File: config.mk
export PLATFORM = sky130hd
export DESIGN_NAME = pc_fetch_sequencer
export DESIGN_NICKNAME = d
export VERILOG_FILES = /design/src/rtl/pc_fetch_sequencer.sv
export SDC_FILE = /design/constraint.sdc
export NUM_CORES = 1
export LEC_CHECK = 0
export BUFFER_PORTS_ARGS = -buffer_cell sky130_fd_sc_hd__buf_2
export CORE_ASPECT_RATIO = 1.2
export CORE_MARGIN = 4
export CORE_UTILIZATION = 33
export DETAILED_ROUTE_END_ITERATION = 10
export GPL_TIMING_DRIVEN = 0
export PLACE_DENSITY = 0.6
export SLEW_MARGIN = 25
export SYNTH_ARGS = -nofsm -noshare
export SYNTH_HDL_FRONTEND = slang
export SYNTH_SLANG_ARGS = --single-unit
export TNS_END_PERCENT = 1
File: constraint.sdc
create_clock -name clk -period 11.38 [get_ports clk]
set_input_delay 3.414 -clock clk [delete_from_list [all_inputs] [get_ports clk]]
set_output_delay 3.414 -clock clk [all_outputs]
set_load 0.01 [all_outputs]
File: src/rtl/pc_fetch_sequencer.sv
// Program-counter and fetch sequencer: steps pc through FETCH/EXEC, resolves
// sequential, JAL, branch and JALR targets, and traps on misaligned redirects.
module pc_fetch_sequencer #(
  parameter logic [31:0] RESET_PC = 32'h0000_0000
) (
  input  logic        clk,
  input  logic        rst_n,
  input  logic [31:0] imm_ext,
  input  logic [31:0] rs1_data,
  input  logic        jal,
  input  logic        jalr,
  input  logic        branch_taken,
  input  logic        stall,
  input  logic        imem_ready,
  output logic        imem_req,
  output logic [31:0] imem_addr,
  output logic [31:0] pc,
  output logic [31:0] link_addr,
  output logic        instr_valid,
  output logic        misalign_err
);

  localparam int unsigned xlen = 32;
  localparam logic [xlen-1:0] inst_bytes = xlen'(4);

  typedef enum logic [1:0] {
    IDLE  = 2'd0,
    FETCH = 2'd1,
    EXEC  = 2'd2,
    TRAP  = 2'd3
  } state_t;

  state_t          state;
  logic [xlen-1:0] jalr_sum;
  logic [xlen-1:0] next_pc;
  logic            redirect;
  logic            misalign;

  // Target select: jalr > jal > branch_taken > sequential.
  always_comb begin
    redirect = 1'b0;
    next_pc  = pc + inst_bytes;
    jalr_sum = rs1_data + imm_ext;
    if (jalr) begin
      redirect = 1'b1;
      next_pc  = {jalr_sum[xlen-1:1], 1'b0};
    end else if (jal || branch_taken) begin
      redirect = 1'b1;
      next_pc  = pc + imm_ext;
    end
    misalign = redirect && (next_pc[1:0] != 2'b00);
  end

  assign imem_addr = pc;

  // State, pc and all status outputs update together so outputs depend on registers only.
  always_ff @(posedge clk) begin
    if (!rst_n) begin
      state        <= IDLE;
      pc           <= RESET_PC;
      link_addr    <= RESET_PC + inst_bytes;
      imem_req     <= 1'b0;
      instr_valid  <= 1'b0;
      misalign_err <= 1'b0;
    end else begin
      case (state)
        IDLE: begin
          state    <= FETCH;
          imem_req <= 1'b1;
        end
        FETCH: begin
          if (imem_ready) begin
            state       <= EXEC;
            imem_req    <= 1'b0;
            instr_valid <= 1'b1;
          end
        end
        EXEC: begin
          if (!stall) begin
            instr_valid <= 1'b0;
            if (misalign) begin
              state        <= TRAP;
              misalign_err <= 1'b1;
            end else begin
              state     <= FETCH;
              imem_req  <= 1'b1;
              pc        <= next_pc;
              link_addr <= next_pc + inst_bytes;
            end
          end
        end
        TRAP: begin
          state        <= TRAP;
          imem_req     <= 1'b0;
          instr_valid  <= 1'b0;
          misalign_err <= 1'b1;
        end
        default: state <= IDLE;
      endcase
    end
  end

endmodule
Yosys cells after proc, flatten, opt, wreduce, memory -nomap -nowiden
Index checks and enable logic that the tools add are counted. Widths: inputs -> output; s select.

Flip-flop bits (word level): 69. Logic and storage cells: 48.

$add $sub $neg: 4. Equal/unequal tests: 7. Mux-type cells: 18. Bitwise operators: 2. Reductions and logical operators: 11.

Operators by type and width (number): $add 32x3->32 const B (2); $add 32x32->32 (2); $mux 32 (2); $reduce_and 3->1 (4); $mux 1 (9); $ne 2x2->1 const B (4); $pmux 2 s4 (1); $mux 2 (3); $eq 2x2->1 const B (2); $pmux 1 s4 (1); $reduce_bool 2->1 (2); $pmux 1 s3 (1); $reduce_bool 3->1 (1); $eq 2x1->1 const B (1); $logic_not 2->1 (1); $not 1->1 (2); $pmux 1 s2 (1); $reduce_and 2->1 (1); $logic_and 1x1->1 (1); $logic_or 1x1->1 (1).

Logic depth before layout (Yosys ltp)
Gate-level depths: netlist (run 1).

Depth in word-level cells: 8. Gate-level depth with buffers: 18. Mapped depth without buffers: 17.

Worst setup path before layout (run 1)
No wires, ideal clock.

Path kind: input port to flip-flop. Start point: input port imm_ext[0]. End point: register link_addr[26]. Library setup time: 0.062 ns. Data arrival time: 6.668 ns. Slack: 4.650 ns. Stages on the path: 13. Buffers on the path: 0. Cell sequence: ha_1 -> inv_1 -> fa_1 -> and2b_1 -> o221a_2 -> o211ai_2 -> a211o_1 -> a2111oi_0 -> a2bb2oi_1 -> nor4b_4 -> nand3_2 -> or4_1 -> nand3_1.

Longest elaborated chain between the ends: 7. Elaborated cells on any way between the ends: 9. Classes of those cells: add/sub (3); mux (2); bitwise (1); reduce/logical (3).

RTL lines: start: declaration (line 8) `input logic [31:0] imm_ext,`; $add 32x32->32 (line 49) `next_pc = pc + imm_ext;`; $mux 32 (line 47) `end else if (jal || branch_taken) begin`; $mux 32 * (line 44) `if (jalr) begin`; branches (longest 4 deep; another with $add 32x3->32); end signal: assignment (line 61) `link_addr <= RESET_PC + inst_bytes;`; end signal: assignment (line 88) `link_addr <= next_pc + inst_bytes;`; end: declaration (line 18) `output logic [31:0] link_addr,`.

Every way passes the cells marked *. A chain may end at the register's enable or synchronous reset.

Final worst setup path (run 1)
Start point: input port imm_ext[13]. End point: register link_addr[31].

Longest elaborated chain between the ends: 4. Elaborated cells on any way between the ends: 5. Classes of those cells: add/sub (3); mux (2).

RTL lines (line): $add 32x32->32 (49); $mux 32 (47); $mux 32 * (44); $add 32x3->32 * (88).

Mark *: on every way between the ends. The rest lies on a longest branch, timed or not.

==> qor.yml, run 1 <==
status: "finished, final reports clean"
r2r_end: "link_addr[26]$_SDFFE_PN0P_"
r2r_start: "imem_addr[0]$_SDFFE_PN0P_"
critPathLaunch: "imm_ext[13]"
whs_path_depth: 2
crit_path_max_incr_delay_ns: 0.76
antenna_cells: 0
seqCellArea_um2: 1340
area_growth_pct: 19.2
holdCritPathClass: "flip-flop to flip-flop"
finalWirelength_um: 31700
cts_resized: 0
grt_pass1_vias: 9053
clock_sinks: 67
slew_headroom: 0.356
numCtsBuffers: 9
cp.required_ns: 11.57
p_per_area_nw_per_um2: 88.2
synth_area_leaders: "dfxtp_1, ha_1, a21oi_1, nand2_1, nor2_1"
setup.reg_to_reg.worst_slack_ns: 7.02
htreeDepth: 3
synth_edf_count: 0
critPathMaxFanout: 10
clk_pin_slew_ns: 0.06
cts_root_buffer: "clkbuf_16"
cts_tree: "built"
whs_endpoint: "link_addr[4]$_SDFFE_PN0P_"
drt-wirelength-per-cell_um: 19.1
crit_type: "input pin to flip-flop"
final_common_cell: "buf_2"
holdBufCountCts: 0
overflow: 0
min_from: "link_addr[4]$_SDFFE_PN0P_"
start_util: 0.338
dr_wl_met3_um: 1550
postPlaceCellArea_um2: 9410
crit_chain: "buf_2 > ha_1 > clkbuf_1 > a21oi_1 > o21ai_0 > o21a_1 > o41a_1 > a21oi_1 > a211oi_1 > a211oi_1 > nor2b_1 > nand3_1 > o311ai_0 > a31oi_1"
min_period_ns: 7.10
grt_max_degree: 13
clk-insertion-delay-late_ns: 0.34
synth_nets: 1287
synth_area_um2: 8160
multi_input_area_um2: 6230
async_reset_ff_frac: 0
final_area_um2: 9720
nets: 1467
die-area_um2: 27300
drt_first_iter_violations: 711
final_hold_viol_count: 0
ys_seq_area_frac: 0.164
ant_nets: 0
reg2reg_depth: 13
fmax_ghz: 0.141
crit_slowest_cell: "a211oi_1"
setup.worst_path.start_class: "input pin"
synth.avg_cell_area_um2: 7.09
yosysTopAreaCellShare: 0.164
port_buffers: 169
layout-drive-gt1-share: 0.189
final_cell_mix: "buf_2, nand2_1, a21oi_1, nor2_1, dfxtp_1"
slew_violations: 0
clock_skew_ns: 0.0112
num_vias: 9328
total_power_uw: 858
die_w_um: 152
crit_buf_inv: 2
ir_drop_mv: 0.0656
synth_flop_cell: "dfxtp_1"
gp_congestion: 0.919
via_per_inst: 5.63
core_area_um2: 24100
arrival_ns: 7.29
worstSetupEndpointType: "flip-flop"
synth-warning-count: 0
syn_inst: 1151
cts_setup_buffers: 0
globalRouteTotalUtil: 0.228
grt_pass1_wl_um: 49300
p_leak_uw: 0.00408
design.portCount: 170
routed.top_layer: "met4"
synth_cell_type_count: 93
rows: 62
worstMarginPinSlew_ns: 0.967
critPathTopFamily: "compound AO/OA/AOI/OAI gates"
fin_crit_sh: 0.624
fillers: 2588
fin_setup_tns_ns: 0
drt_drc_violations_left: 0
wl_met1_um: 13200
synth_seq_cells: 67
finalSetupViolations: 0
firstDrtPassIters: 7
antenna_found_initial: 0
die_h_um: 180
setup_ws_ns: 4.28
wl_met2_um: 15600
dp_slack_ns: 4.03
clock_path_buffers: 2
dpl.hpwl_um: 26100
synth_largest_area_cell: "dfxtp_1"
rsz0062_at_grt: "no"
cap_viol_max_count: 0
worst min-delay path, cell delays in order (launching register included):
cell	delay, ns
dfxtp_1	0.30
nand2_1	0.05
a21oi_1	0.05
synth_stat cells, types with 7 or more instances:
cell / number
a21o_1: 16
nand4_1: 24
o31ai_1: 10
nor3_1: 26
xor2_1: 26
nand3_1: 48
and2_1: 7
dfxtp_1: 67
mux2i_1: 9
a211oi_1: 36
and4_1: 9
a22oi_1: 8
nor4_1: 7
nand2b_1: 7
clkbuf_1: 38
nor2_1: 107
buf_4: 35
a21oi_1: 110
o21bai_1: 8
o211ai_1: 11
or3_1: 20
o21a_1: 15
a31oi_1: 15
xnor2_1: 40
a211o_1: 7
and3_1: 10
ha_1: 63
nand2_1: 140
o21ai_0: 64
inv_1: 33
area by class of cell:
class,count,area share
multi-input combinational,966,0.641
sequential,67,0.138
timing repair buffer,169,0.0870
buffer,84,0.0473
tap,320,0.0412
clock buffer,9,0.0232
inverter,34,0.0131
clock inverter,7,0.00952
power breakdown:
part	switching (uW)	total (uW)	internal [uW]
Clock	105	296	191
Combinational	200	313	113
Sequential	8.57	249	240
Total	313	858	544
logic make-up after synthesis:
group	count (synthesis)	synth area share
XOR/XNOR	66	0.0708
adder cells (fa/ha/maj)	65	0.102
flip-flops	67	0.164
multiplexers	10	0.0124
AND/OR/NAND/NOR	453	0.276
buffers and inverters	118	0.0721
AO/OA/AOI/OAI	372	0.303
layer usage:
layer	track usage	vias to the layer above
met5	0	-
met4	0.0867	0
met3	0.0206	70
met2	0.401	337
met1	0.285	4297
li1	-	4624
through the flow:
stage / instances / hold slack, ns / util
2_1_floorplan: 1151 / 0.476 / -
3_3_place_gp: 1640 / 0.441 / 0.390
3_5_place_dp: 1640 / 0.446 / 0.390
4_1_cts: 1656 / 0.454 / 0.403
5_1_grt: 1656 / 0.476 / 0.403
6_report: 1656 / 0.449 / 0.403
worst max path at each step:
stage	end	slack [ns]	depth (start not counted)
2_1_floorplan	link_addr[26]$_SDFFE_PN0P_	4.65	13
3_3_place_gp	link_addr[31]$_SDFFE_PN0P_	4.03	14
3_5_place_dp	link_addr[26]$_SDFFE_PN0P_	4.03	14
4_1_cts	link_addr[26]$_SDFFE_PN0P_	4.35	14
5_1_grt	link_addr[31]$_SDFFE_PN0P_	3.99	14
6_report	link_addr[31]$_SDFFE_PN0P_	4.28	14
flip-flops by register name, summed over array words and instances (netlist names):
| signal | cells |
|---|---|
| misalign_err | 1 |
| state | 2 |
| imem_addr | 32 |
| link_addr | 30 |
| imem_req | 1 |
| instr_valid | 1 |
Note: power is estimated with default switching activity, not from simulation.
==> run 2: changes to the inputs <==
PLACE_DENSITY = 0.62   (was 0.6)
clock period = 6.2 ns   (was 11.38 ns; I/O delays follow)
==> qor.yml, run 2 (synthesis gave the netlist of run 1 again) <==
arrival_ns: 5.79  # -1.50 ns
holdBufCountCts: 0  # unchanged
clk_pin_slew_ns: 0.05  # about the same
final_cell_mix: "buf_2, nand2_1, a21oi_1, nor2_1, dfxtp_1"
holdCritPathClass: "flip-flop to flip-flop"
slew_violations: 0  # unchanged
p_switching_uw: 574  # +83%
p_seq_frac: 0.296  # +0.006
fmax_ghz: 0.181
min_period_ns: 5.52
status: "finished, final reports clean"
die_w_um: 152  # unchanged
cp.required_ns: 6.46  # -5.11 ns
nets: 1467  # unchanged
dpl.hpwl_um: 26400  # +1.2%
cts_setup_buffers: 0  # unchanged
p_per_area_nw_per_um2: 159  # +80%
rows: 62  # unchanged
critPathMaxFanout: 6  # -4
worstSetupEndpointType: "flip-flop"
p_leak_uw: 0.00407  # -0.18%
setup_ws_ns: 0.677  # -3.60 ns
dp_slack_ns: 0.316  # -3.72 ns
drt_first_iter_violations: 562  # -21%
finalSetupViolations: 0  # unchanged
final_common_cell: "buf_2"
power_frac_clock: 0.330  # -0.016
clock_path_buffers: 2  # unchanged
setup.worst_path.start_class: "input pin"
gp_congestion: 0.898  # -2.2%
clock_sinks: 67  # unchanged
cts_tree: "built"
layout-drive-gt1-share: 0.189  # unchanged
swShare: 0.372  # +0.00698
numCtsBuffers: 9  # unchanged
clock_skew_ns: 0.00707  # -0.00415 ns
combinationalPowerShare: 0.374  # +0.009
fillers: 2602  # +0.54%
rsz0062_at_grt: "no"
drt_drc_violations_left: 0  # unchanged
drt-wirelength-per-cell_um: 19.4  # +1.3%
die-area_um2: 27300  # unchanged
worstMarginPinSlew_ns: 1.07  # +0.102 ns
die_h_um: 180  # unchanged
core_area_um2: 24100  # unchanged
grt_pass1_vias: 9167  # +1.3%
firstDrtPassIters: 4  # -3
cts_root_buffer: "clkbuf_16"
clk-insertion-delay-late_ns: 0.34  # about the same
crit_type: "input pin to flip-flop"
cts_resized: 0  # unchanged
ant_nets: 0  # unchanged
num_vias: 9397  # +0.74%
via_per_inst: 5.67  # +0.74%
overflow: 0  # unchanged
antenna_cells: 0  # unchanged
final_hold_viol_count: 0  # unchanged
slew_headroom: 0.288  # -0.0679
ir_drop_mv: 0.150  # +130%
area_growth_pct: 18.9
largest_register_ffs: 32  # unchanged
globalRouteTotalUtil: 0.228  # about the same
fin_setup_tns_ns: 0  # unchanged
antenna_found_initial: 0  # unchanged
cap_viol_max_count: 0  # unchanged
port_buffers: 169  # unchanged
design.portCount: 170  # unchanged
grt_pass1_wl_um: 49200  # about the same
start_util: 0.338  # unchanged
grt_max_degree: 12  # -1
internal-power_uw: 966  # +78%
fin_crit_sh: 0.891
finalWirelength_um: 32100  # +1.3%
htreeDepth: 3  # unchanged
## run 2: cell types whose count changed in the layout (fill, tap and decap cells not counted)
cell       change
clkbuf_8       +1
clkinv_4       -2
clkinv_2       +2
bufinv_16      -1
## run 2: per-layer routing
metal | vias to the layer above | share of wire | global-route usage
li1 | 4626 | - | -
met1 | 4364 | 0.41 | 0.272
met2 | 331 | 0.49 | 0.405
met3 | 76 | 0.051 | 0.0252
met4 | 0 | 0.046 | 0.103
met5 | - | 0 | 0
## run 2: per-stage QoR
stage	utilization	hold slack, ns	area (um2)	cells	total power, uW
final	0.402	0.449	9700	1656	1540
after floorplan	-	0.476	8160	1151	847
after global placement	0.390	0.440	9410	1640	1030
after CTS	0.402	0.453	9700	1656	1540
after global routing	0.402	0.478	9700	1656	1620
after detailed placement	0.390	0.440	9410	1640	1030
## run 2: area by class of cell
cell class	count	area (um2)	area share
clock inverter	6	55.1	0.00568
clock buffer	10	239	0.0246
timing repair buffer	169	846	0.0872
buffer	84	460	0.0475
tap	320	400	0.0413
sequential	67	1340	0.138
inverter	34	128	0.0132
multi-input combinational	966	6230	0.642
## run 2: final timing paths
path | start | cells after the start | slack, ns | to
setup / recovery | imm_ext[2] | 14 | 0.68 | link_addr[31]$_SDFFE_PN0P_
hold / removal | link_addr[7]$_SDFFE_PN0P_ | 2 | 0.45 | link_addr[7]$_SDFFE_PN0P_
hold reg to reg | link_addr[7]$_SDFFE_PN0P_ | 2 | 0.45 | link_addr[7]$_SDFFE_PN0P_
setup reg to reg | imem_addr[17]$_SDFFE_PN0P_ | 12 | 1.81 | link_addr[31]$_SDFFE_PN0P_
## run 2: worst max-delay path, cell delays in order
cell and delay [ns]:
buf_2 0.11, ha_1 0.33, a21oi_1 0.30, a211o_1 0.23
and3_1 0.16, clkbuf_1 0.26, a21oi_1 0.21, o311ai_0 0.72
a32o_1 0.33, nand2_1 0.06, nor3_1 0.44, nand4b_1 0.20
a2111o_1 0.41, a31oi_1 0.15
## run 2: power by group through the flow
| stage | logic (uW) | clock network (uW) | registers, uW |
|---|---|---|---|
| floorplan | 384 | 0 | 463 |
| global placement | 565 | 0 | 465 |
| detailed placement | 569 | 0 | 466 |
| CTS | 572 | 513 | 456 |
| global route | 632 | 533 | 457 |
| finish | 576 | 507 | 456 |
==> run 3: changes to the inputs <==
MAX_ROUTING_LAYER = met4   (was default)
==> qor.yml, run 3 (synthesis gave the netlist of run 1 again) <==
crit_type: "input pin to flip-flop"
critPathMaxFanout: 6  # unchanged
fmax_ghz: 0.177  # -2.5%
min_from: "link_addr[12]$_SDFFE_PN0P_"
whs_path_depth: 2  # unchanged
r2r_start: "imem_addr[16]$_SDFFE_PN0P_"
die_w_um: 152  # unchanged
ant_nets: 0  # unchanged
die-area_um2: 27300  # unchanged
fin_setup_tns_ns: 0  # unchanged
setup.reg_to_reg.worst_slack_ns: 1.74  # -0.07 ns
firstDrtPassIters: 5  # +1
start_util: 0.338  # unchanged
crit_chain: "buf_2 > ha_1 > a21oi_1 > a211o_1 > and3_1 > clkbuf_1 > a21oi_1 > o311ai_0 > a32o_1 > nand4_1 > nor3_2 > nand3_2 > or4_1 > nand3_1"
clock_path_buffers: 2  # unchanged
reg2reg_depth: 13  # +1
worstSetupEndpointType: "flip-flop"
arrival_ns: 5.94  # +0.15 ns
fillers: 2624  # +0.85%
num_vias: 9377  # -0.21%
final_cell_mix: "buf_2, nand2_1, a21oi_1, nor2_1, dfxtp_1"
grt_pass1_vias: 9052  # -1.3%
dpl.hpwl_um: 26500  # +0.45%
gp_congestion: 0.930  # +3.5%
layout-drive-gt1-share: 0.187  # -0.00150
area_growth_pct: 18.9  # about the same
drt_first_iter_violations: 578  # +2.8%
clk-insertion-delay-late_ns: 0.34  # about the same
crit_path_max_incr_delay_ns: 0.92  # +0.20 ns
min_period_ns: 5.66  # +0.141 ns
crit_slowest_cell: "o311ai_0"
grt_pass1_wl_um: 49500  # +0.49%
grt_max_degree: 11  # -1
drt-wirelength-per-cell_um: 19.5  # +0.42%
worstMarginPinSlew_ns: 1.04  # -0.0269 ns
rsz0062_at_grt: "no"
p_leak_uw: 0.00407  # -0.14%
finalWirelength_um: 32300  # +0.42%
drt_drc_violations_left: 0  # unchanged
clk_pin_slew_ns: 0.05  # about the same
overflow: 0  # unchanged
design.portCount: 170  # unchanged
clock_sinks: 67  # unchanged
holdCritPathClass: "flip-flop to flip-flop"
final_common_cell: "buf_2"
slew_violations: 0  # unchanged
finalSetupViolations: 0  # unchanged
final_hold_viol_count: 0  # unchanged
fin_crit_sh: 0.914  # +0.0227
ir_drop_mv: 0.132  # -12%
htreeDepth: 3  # unchanged
crit_path_frequent_cell: "a21oi_1"
holdBufCountCts: 0  # unchanged
cts_root_buffer: "clkbuf_16"
cts_tree: "built"
globalRouteTotalUtil: 0.237  # +0.00859
port_buffers: 169  # unchanged
final_area_um2: 9700  # about the same
cts_resized: 0  # unchanged
largest_register_ffs: 32  # unchanged
cts_setup_buffers: 0  # unchanged
antenna_found_initial: 0  # unchanged
clock_skew_ns: 0.00620  # -0.000872 ns
nets: 1467  # unchanged
numCtsBuffers: 9  # unchanged
whs_endpoint: "link_addr[12]$_SDFFE_PN0P_"
p_per_area_nw_per_um2: 157  # -0.89%
core_area_um2: 24100  # unchanged
postPlaceCellArea_um2: 9410  # unchanged
cap_viol_max_count: 0  # unchanged
antenna_cells: 0  # unchanged
slew_headroom: 0.306  # +0.0179
r2r_end: "link_addr[31]$_SDFFE_PN0P_"
die_h_um: 180  # unchanged
status: "finished, final reports clean"
setup.worst_path.start_class: "input pin"
rows: 62  # unchanged
via_per_inst: 5.66  # -0.21%
cp.required_ns: 6.47  # about the same
run 3: worst max-delay path by stage:
stage	slack, ns	cells past startpoint	startpoint	end
3_5_place_dp	0.32	14	imm_ext[2]	link_addr[27]$_SDFFE_PN0P_
6_report	0.54	14	imm_ext[2]	link_addr[26]$_SDFFE_PN0P_
4_1_cts	0.66	14	imm_ext[2]	link_addr[26]$_SDFFE_PN0P_
3_3_place_gp	0.33	14	imm_ext[2]	link_addr[27]$_SDFFE_PN0P_
2_1_floorplan	1.02	13	imm_ext[0]	link_addr[26]$_SDFFE_PN0P_
5_1_grt	0.43	14	imm_ext[2]	link_addr[27]$_SDFFE_PN0P_
run 3: layer usage:
layer  global-route usage  vias up  routed length, um
li1                     -     4630                  -
met4               0.0906        0               1460
met5                    -        -                  0
met2                0.409      318              16100
met1                0.278     4353              13200
met3               0.0267       76               1540
run 3: stage by stage:
stage	power [uW]	utilization	cells	hold slack (ns)	worst slack [ns]
2_1_floorplan	847	-	1151	0.476	1.02
3_3_place_gp	1030	0.390	1640	0.441	0.331
3_5_place_dp	1040	0.390	1640	0.444	0.320
4_1_cts	1530	0.402	1656	0.447	0.659
5_1_grt	1610	0.402	1656	0.476	0.428
6_report	1530	0.402	1656	0.447	0.536
run 3: worst max-delay path: cells and delay by family:
family	cells	cell delay, ns
compound gates	5	1.96
fa+ha+maj	1	0.33
buf+inv	2	0.37
simple gates	6	1.40
run 3: cell type report:
type                            instances  area, um2  share of cell area
Multi-Input combinational cell        966       6230               0.642
Sequential cell                        67       1340               0.138
Timing Repair Buffer                  169        846              0.0872
Buffer                                 84        460              0.0475
Tap cell                              320        400              0.0413
Clock buffer                           15        288              0.0297
Inverter                               34        128              0.0132
Clock inverter                          1       5.00            0.000516
run 3: power by group:
group | switching, uW | total (uW) | leakage [uW] | internal [uW]
registers | 15.7 | 457 | 0.000542 | 441
clock network | 179 | 492 | 0.000146 | 314
logic | 369 | 577 | 0.00338 | 207
total | 564 | 1530 | 0.00407 | 962
